==> config.mk <==
export PLATFORM = sky130hd
export DESIGN_NAME = fetch_cycle_hs
export DESIGN_NICKNAME = d
export VERILOG_FILES = /design/src/rtl/fetch_cycle_hs.sv
export SDC_FILE = /design/constraint.sdc
export NUM_CORES = 1
export LEC_CHECK = 0
export CAP_MARGIN = 20
export CELL_PAD_IN_SITES_DETAIL_PLACEMENT = 1
export CELL_PAD_IN_SITES_GLOBAL_PLACEMENT = 2
export CORE_MARGIN = 4
export CORE_UTILIZATION = 33
export CTS_CLUSTER_SIZE = 20
export DETAILED_ROUTE_END_ITERATION = 10
export HOLD_SLACK_MARGIN = 0.02
export PLACE_DENSITY = 0.88
export SLEW_MARGIN = 10
export SYNTH_ARGS = -nofsm -noshare
export SYNTH_HDL_FRONTEND = slang
export SYNTH_SLANG_ARGS = --single-unit
==> constraint.sdc <==
create_clock -name clk -period 3.3 [get_ports clk]
set_input_delay 0.66 -clock clk [delete_from_list [all_inputs] [get_ports clk]]
set_output_delay 0.66 -clock clk [all_outputs]
set_load 0.02 [all_outputs]
==> src/rtl/fetch_cycle_hs.sv <==
// RV32I instruction-fetch stage: single-outstanding imem request/response handshake,
// 1-entry hold buffer for decode stalls, and redirect-driven flush of the IF/ID register.
module fetch_cycle_hs #(
   parameter logic [31:0] RESET_PC  = 32'h0000_0000,
   parameter logic [31:0] NOP_INSTR = 32'h0000_0013
) (
   input  logic        clk,
   input  logic        rst,
   input  logic        StallD,
   input  logic        PCSrcE,
   input  logic [31:0] PCTargetE,
   output logic        imem_req_valid,
   input  logic        imem_req_ready,
   output logic [31:0] imem_req_addr,
   input  logic        imem_rsp_valid,
   input  logic [31:0] imem_rsp_data,
   output logic [31:0] InstrD,
   output logic [31:0] PCD,
   output logic [31:0] PCPlus4D,
   output logic        ValidD
);

   localparam logic [1:0] ST_REQ   = 2'd0;
   localparam logic [1:0] ST_WAIT  = 2'd1;
   localparam logic [1:0] ST_HOLD  = 2'd2;
   localparam logic [1:0] ST_DRAIN = 2'd3;

   logic [1:0]  state;
   logic [31:0] pcf;
   logic [31:0] pc_inflight;
   logic [31:0] hold_instr;
   logic [31:0] hold_pc;
   logic        handshake;
   logic        deliver;
   logic [31:0] dlv_instr;
   logic [31:0] dlv_pc;

   assign imem_req_valid = rst && (state == ST_REQ) && !PCSrcE;
   assign imem_req_addr  = pcf;
   assign handshake      = imem_req_valid && imem_req_ready;

   // A delivery comes either straight from the response or from the hold buffer.
   always_comb begin
      deliver   = 1'b0;
      dlv_instr = hold_instr;
      dlv_pc    = hold_pc;
      if (!PCSrcE && !StallD) begin
         if (state == ST_WAIT && imem_rsp_valid) begin
            deliver   = 1'b1;
            dlv_instr = imem_rsp_data;
            dlv_pc    = pc_inflight;
         end else if (state == ST_HOLD) begin
            deliver   = 1'b1;
         end
      end
   end

   always_ff @(posedge clk or negedge rst) begin
      if (!rst) begin
         state       <= ST_REQ;
         pcf         <= RESET_PC;
         pc_inflight <= '0;
         hold_instr  <= '0;
         hold_pc     <= '0;
      end else begin
         case (state)
            ST_REQ: begin
               if (PCSrcE) begin
                  pcf <= PCTargetE;
               end else if (handshake) begin
                  pc_inflight <= pcf;
                  pcf         <= pcf + 32'd4;
                  state       <= ST_WAIT;
               end
            end
            ST_WAIT: begin
               if (PCSrcE) begin
                  pcf   <= PCTargetE;
                  state <= imem_rsp_valid ? ST_REQ : ST_DRAIN;
               end else if (imem_rsp_valid) begin
                  if (StallD) begin
                     hold_instr <= imem_rsp_data;
                     hold_pc    <= pc_inflight;
                     state      <= ST_HOLD;
                  end else begin
                     state      <= ST_REQ;
                  end
               end
            end
            ST_HOLD: begin
               if (PCSrcE) begin
                  pcf   <= PCTargetE;
                  state <= ST_REQ;
               end else if (!StallD) begin
                  state <= ST_REQ;
               end
            end
            default: begin
               if (PCSrcE) pcf <= PCTargetE;
               if (imem_rsp_valid) state <= ST_REQ;
            end
         endcase
      end
   end

   always_ff @(posedge clk or negedge rst) begin
      if (!rst) begin
         InstrD   <= NOP_INSTR;
         PCD      <= '0;
         PCPlus4D <= '0;
         ValidD   <= 1'b0;
      end else if (PCSrcE) begin
         InstrD   <= NOP_INSTR;
         ValidD   <= 1'b0;
      end else if (!StallD) begin
         if (deliver) begin
            InstrD   <= dlv_instr;
            PCD      <= dlv_pc;
            PCPlus4D <= dlv_pc + 32'd4;
            ValidD   <= 1'b1;
         end else begin
            InstrD   <= NOP_INSTR;
            ValidD   <= 1'b0;
         end
      end
   end

endmodule

==> results.toml <==
[outcome]
status = "complete, no violations"

[worst_setup_path]
setup.worst_path.start_class = "register"
cp-end-kind = "primary output"
crit_arrival_ps = 2360
critPathKind = "reg2out"
crit_required_ps = 2640
r2r_cells = 8
worstSetupStartpoint = "state[0]$_DFFE_PN0P_"
crit_fanout = 6
worstReg2RegStart = "state[1]$_DFFE_PN0P_"

[die]
start_util = 0.3352
num_rows = 65
die_width_microns = 187.0
ios = 200
die_h_microns = 187.0
core_sq_um = 31560
fp.dieArea_sq_um = 34990

[sta]
rsz0062_at_grt = "no"
fmax_mhz = 331.4
period_needed_ps = 3017
tightest_slew_ps = 930.4
clock_skew_ps = 6.664
slew_headroom = 0.3797
final.setup.tns_ps = 0
finalHoldViolations = 0
setup_violations = 0
drv_slew = 0
fin_crit_sh = 0.9143

[clock_network]
cts_max_level = 1
clk_pin_slew_ps = 60
cts_inserted_buffers = 26
clock-sinks = 225
cts_max_path_buffers = 3
cts-root-buf = "clkbuf_16"
cts_tree = "done"
postCtsSetupBuffers = 0
clk_latency_ps = 530

[synth]
synth.yosys.seq_area_share = 0.5326
synth_cells = 1002
synth_flop_cell = "dfrtp_1"
yosys_warnings = 0
synth_edf_count = 0
ys_ff_latch = 225
yosysUniqueCellTypes = 59
async_flop_share = 1.000
synth.avg_cell_area_sq_um = 10.56
synth_area_sq_um = 10580
syn_nets = 1077

[cells_and_area]
drive_gt1_frac = 0.1556
diodes = 0
finalNonFillerCells = 1623
area_growth_pct = 32.47
nNetsFinal = 1277

[place]
dp_cells = 1575
dpl.hpwl_microns = 23780
gp_congestion = 0.8149
port_buffers = 199

[global_routing]
grt_max_degree = 71
antenna_found_initial = 0
grtUsageTotal = 0.1803
overflow = 0
grt_pass1_wl_microns = 52010
grt_pass1_vias = 9091

[run]
max-cap-violations = 0

[drt]
dr.pass1.iters = 4
drt-total-wl_microns = 32620
maxUsedRoutingLayer = "met4"
wl_met2_microns = 14930
wl_met3_microns = 1420
drc = 0
wl_per_cell_microns = 20.10
ant_nets = 0
m1WireLength_microns = 15720
dr_total_vias = 8699
initialDrtViolationCount = 461
viasPerCell = 5.360

[worst_hold_path]
holdCritStartpoint = "InstrD[1]$_DFFE_PN1N_"
hold_depth = 2
min_path_type = "reg2reg"

[power]
ir_worst_vdd_uv = 426.6
power.density_nw_per_um2 = 903.9
p_leak_uw = 0.005800
==> flip-flops by register name (all words and copies together) (netlist names) <==
register and cells:
pc_inflight 32, PCD 32, PCPlus4D 30, hold_pc 32, InstrD 32, hold_instr 32
imem_req_addr 32, ValidD 1, state 2
==> cell usage after synthesis (12+ instances only) <==
| master | count | area [sq um] |
|---|---|---|
| nand3_1 | 24 | 120.1 |
| clkbuf_1 | 36 | 135.1 |
| a21oi_1 | 38 | 190.2 |
| mux2i_1 | 33 | 330.3 |
| o21ai_1 | 67 | 335.3 |
| mux2_2 | 88 | 991.0 |
| nand4_1 | 17 | 106.4 |
| a31oi_1 | 15 | 93.84 |
| nand2_1 | 136 | 510.5 |
| buf_2 | 19 | 95.09 |
| nor3_1 | 14 | 70.07 |
| inv_1 | 12 | 45.04 |
| nor2_1 | 44 | 165.2 |
| xnor2_1 | 12 | 105.1 |
| dfrtp_1 | 222 | 5555 |
| and3_1 | 23 | 143.9 |
| o22ai_1 | 34 | 212.7 |
| o21ai_0 | 25 | 125.1 |
==> critical path, stage by stage (launching register included) <==
cell             delay (ps)
dfrtp_1                 380
inv_1                   130
ha_1                    290
nor2b_2                 220
and2_1                  190
clkdlybuf4s50_1         620
==> cells in the final DEF, fill, tap and decap left out, drive strengths merged, types with 10 or more instances in the layout <==
master           n
dfrtp          222
mux2i           34
nor4            10
nand4           17
clkbuf          38
o21a            10
buf             42
mux2            97
o22ai           34
o31ai           10
and3            23
nand2          136
nor3            17
nor2            44
a31oi           15
xnor2           12
clkdlybuf4s50  198
inv             12
nand3           24
o21ai           92
a21oi           38
==> kinds of logic (layout without fill, tap and decap cells) <==
| kind of cell | count (synthesis) | in the layout | synth area share |
|---|---|---|---|
| xor+xnor | 20 | 20 | 0.01656 |
| buf+inv | 81 | 300 | 0.03383 |
| compound gates | 245 | 245 | 0.1430 |
| flops | 225 | 225 | 0.5326 |
| fa+ha+maj | 5 | 5 | 0.005914 |
| mux | 131 | 131 | 0.1358 |
| simple gates | 295 | 295 | 0.1323 |
==> per-stage QoR <==
step / worst slack, ps / total power (uW) / utilization / hold WS (ps) / area [sq um]
floorplan: 207.8 / 7423 / - / 364.4 / 10580
global placement: 155.3 / 9516 / 0.4152 / 451.2 / 13100
detailed placement: 53.03 / 9711 / 0.4152 / 453.5 / 13100
CTS: 265.1 / 12790 / 0.4441 / 465.9 / 14010
global route: 167.5 / 13440 / 0.4441 / 484.7 / 14010
finish: 282.8 / 12670 / 0.4441 / 462.3 / 14010
==> final cells by class <==
class / instances / area [sq um]
fill: 3469 / 17540
timing repair buffer: 241 / 2315
tap: 402 / 503.0
multi-input combinational: 696 / 4614
inverter: 12 / 45.04
sequential: 225 / 5634
clock inverter: 9 / 125.1
clock buffer: 38 / 777.0
==> worst paths after layout <==
kind	to	slack [ps]
max in group asynchronous	PCPlus4D[19]$_DFFE_PN0P_	1020
hold reg to reg	InstrD[1]$_DFFE_PN1N_	460
hold / removal	InstrD[1]$_DFFE_PN1N_	460
setup / recovery	imem_req_valid	280
min in group asynchronous	imem_req_addr[28]$_DFFE_PN0P_	550
setup reg to reg	PCPlus4D[23]$_DFFE_PN0P_	630
==> routing by layer <==
layer  up-vias  track usage
met3        39      0.02221
met4         0      0.03726
li1       4043            -
met2       200       0.2909
met1      4417       0.2635
met5         -            0
==> where the power goes <==
group	leakage (uW)	total [uW]	switching [uW]	internal [uW]
sequential	0.00279	5000	1120	3880
clock	0.000440	3010	1150	1860
combinational	0.00257	4650	2450	2210
total	0.00580	12700	4720	7940
==> repair_timing <==
action / in CTS / in global routing
hold endpoints to repair: 1 / 0
hold buffers: 1 / 0
gates resized for setup: 0 / 0
Note: power is estimated with default switching activity, not from simulation.
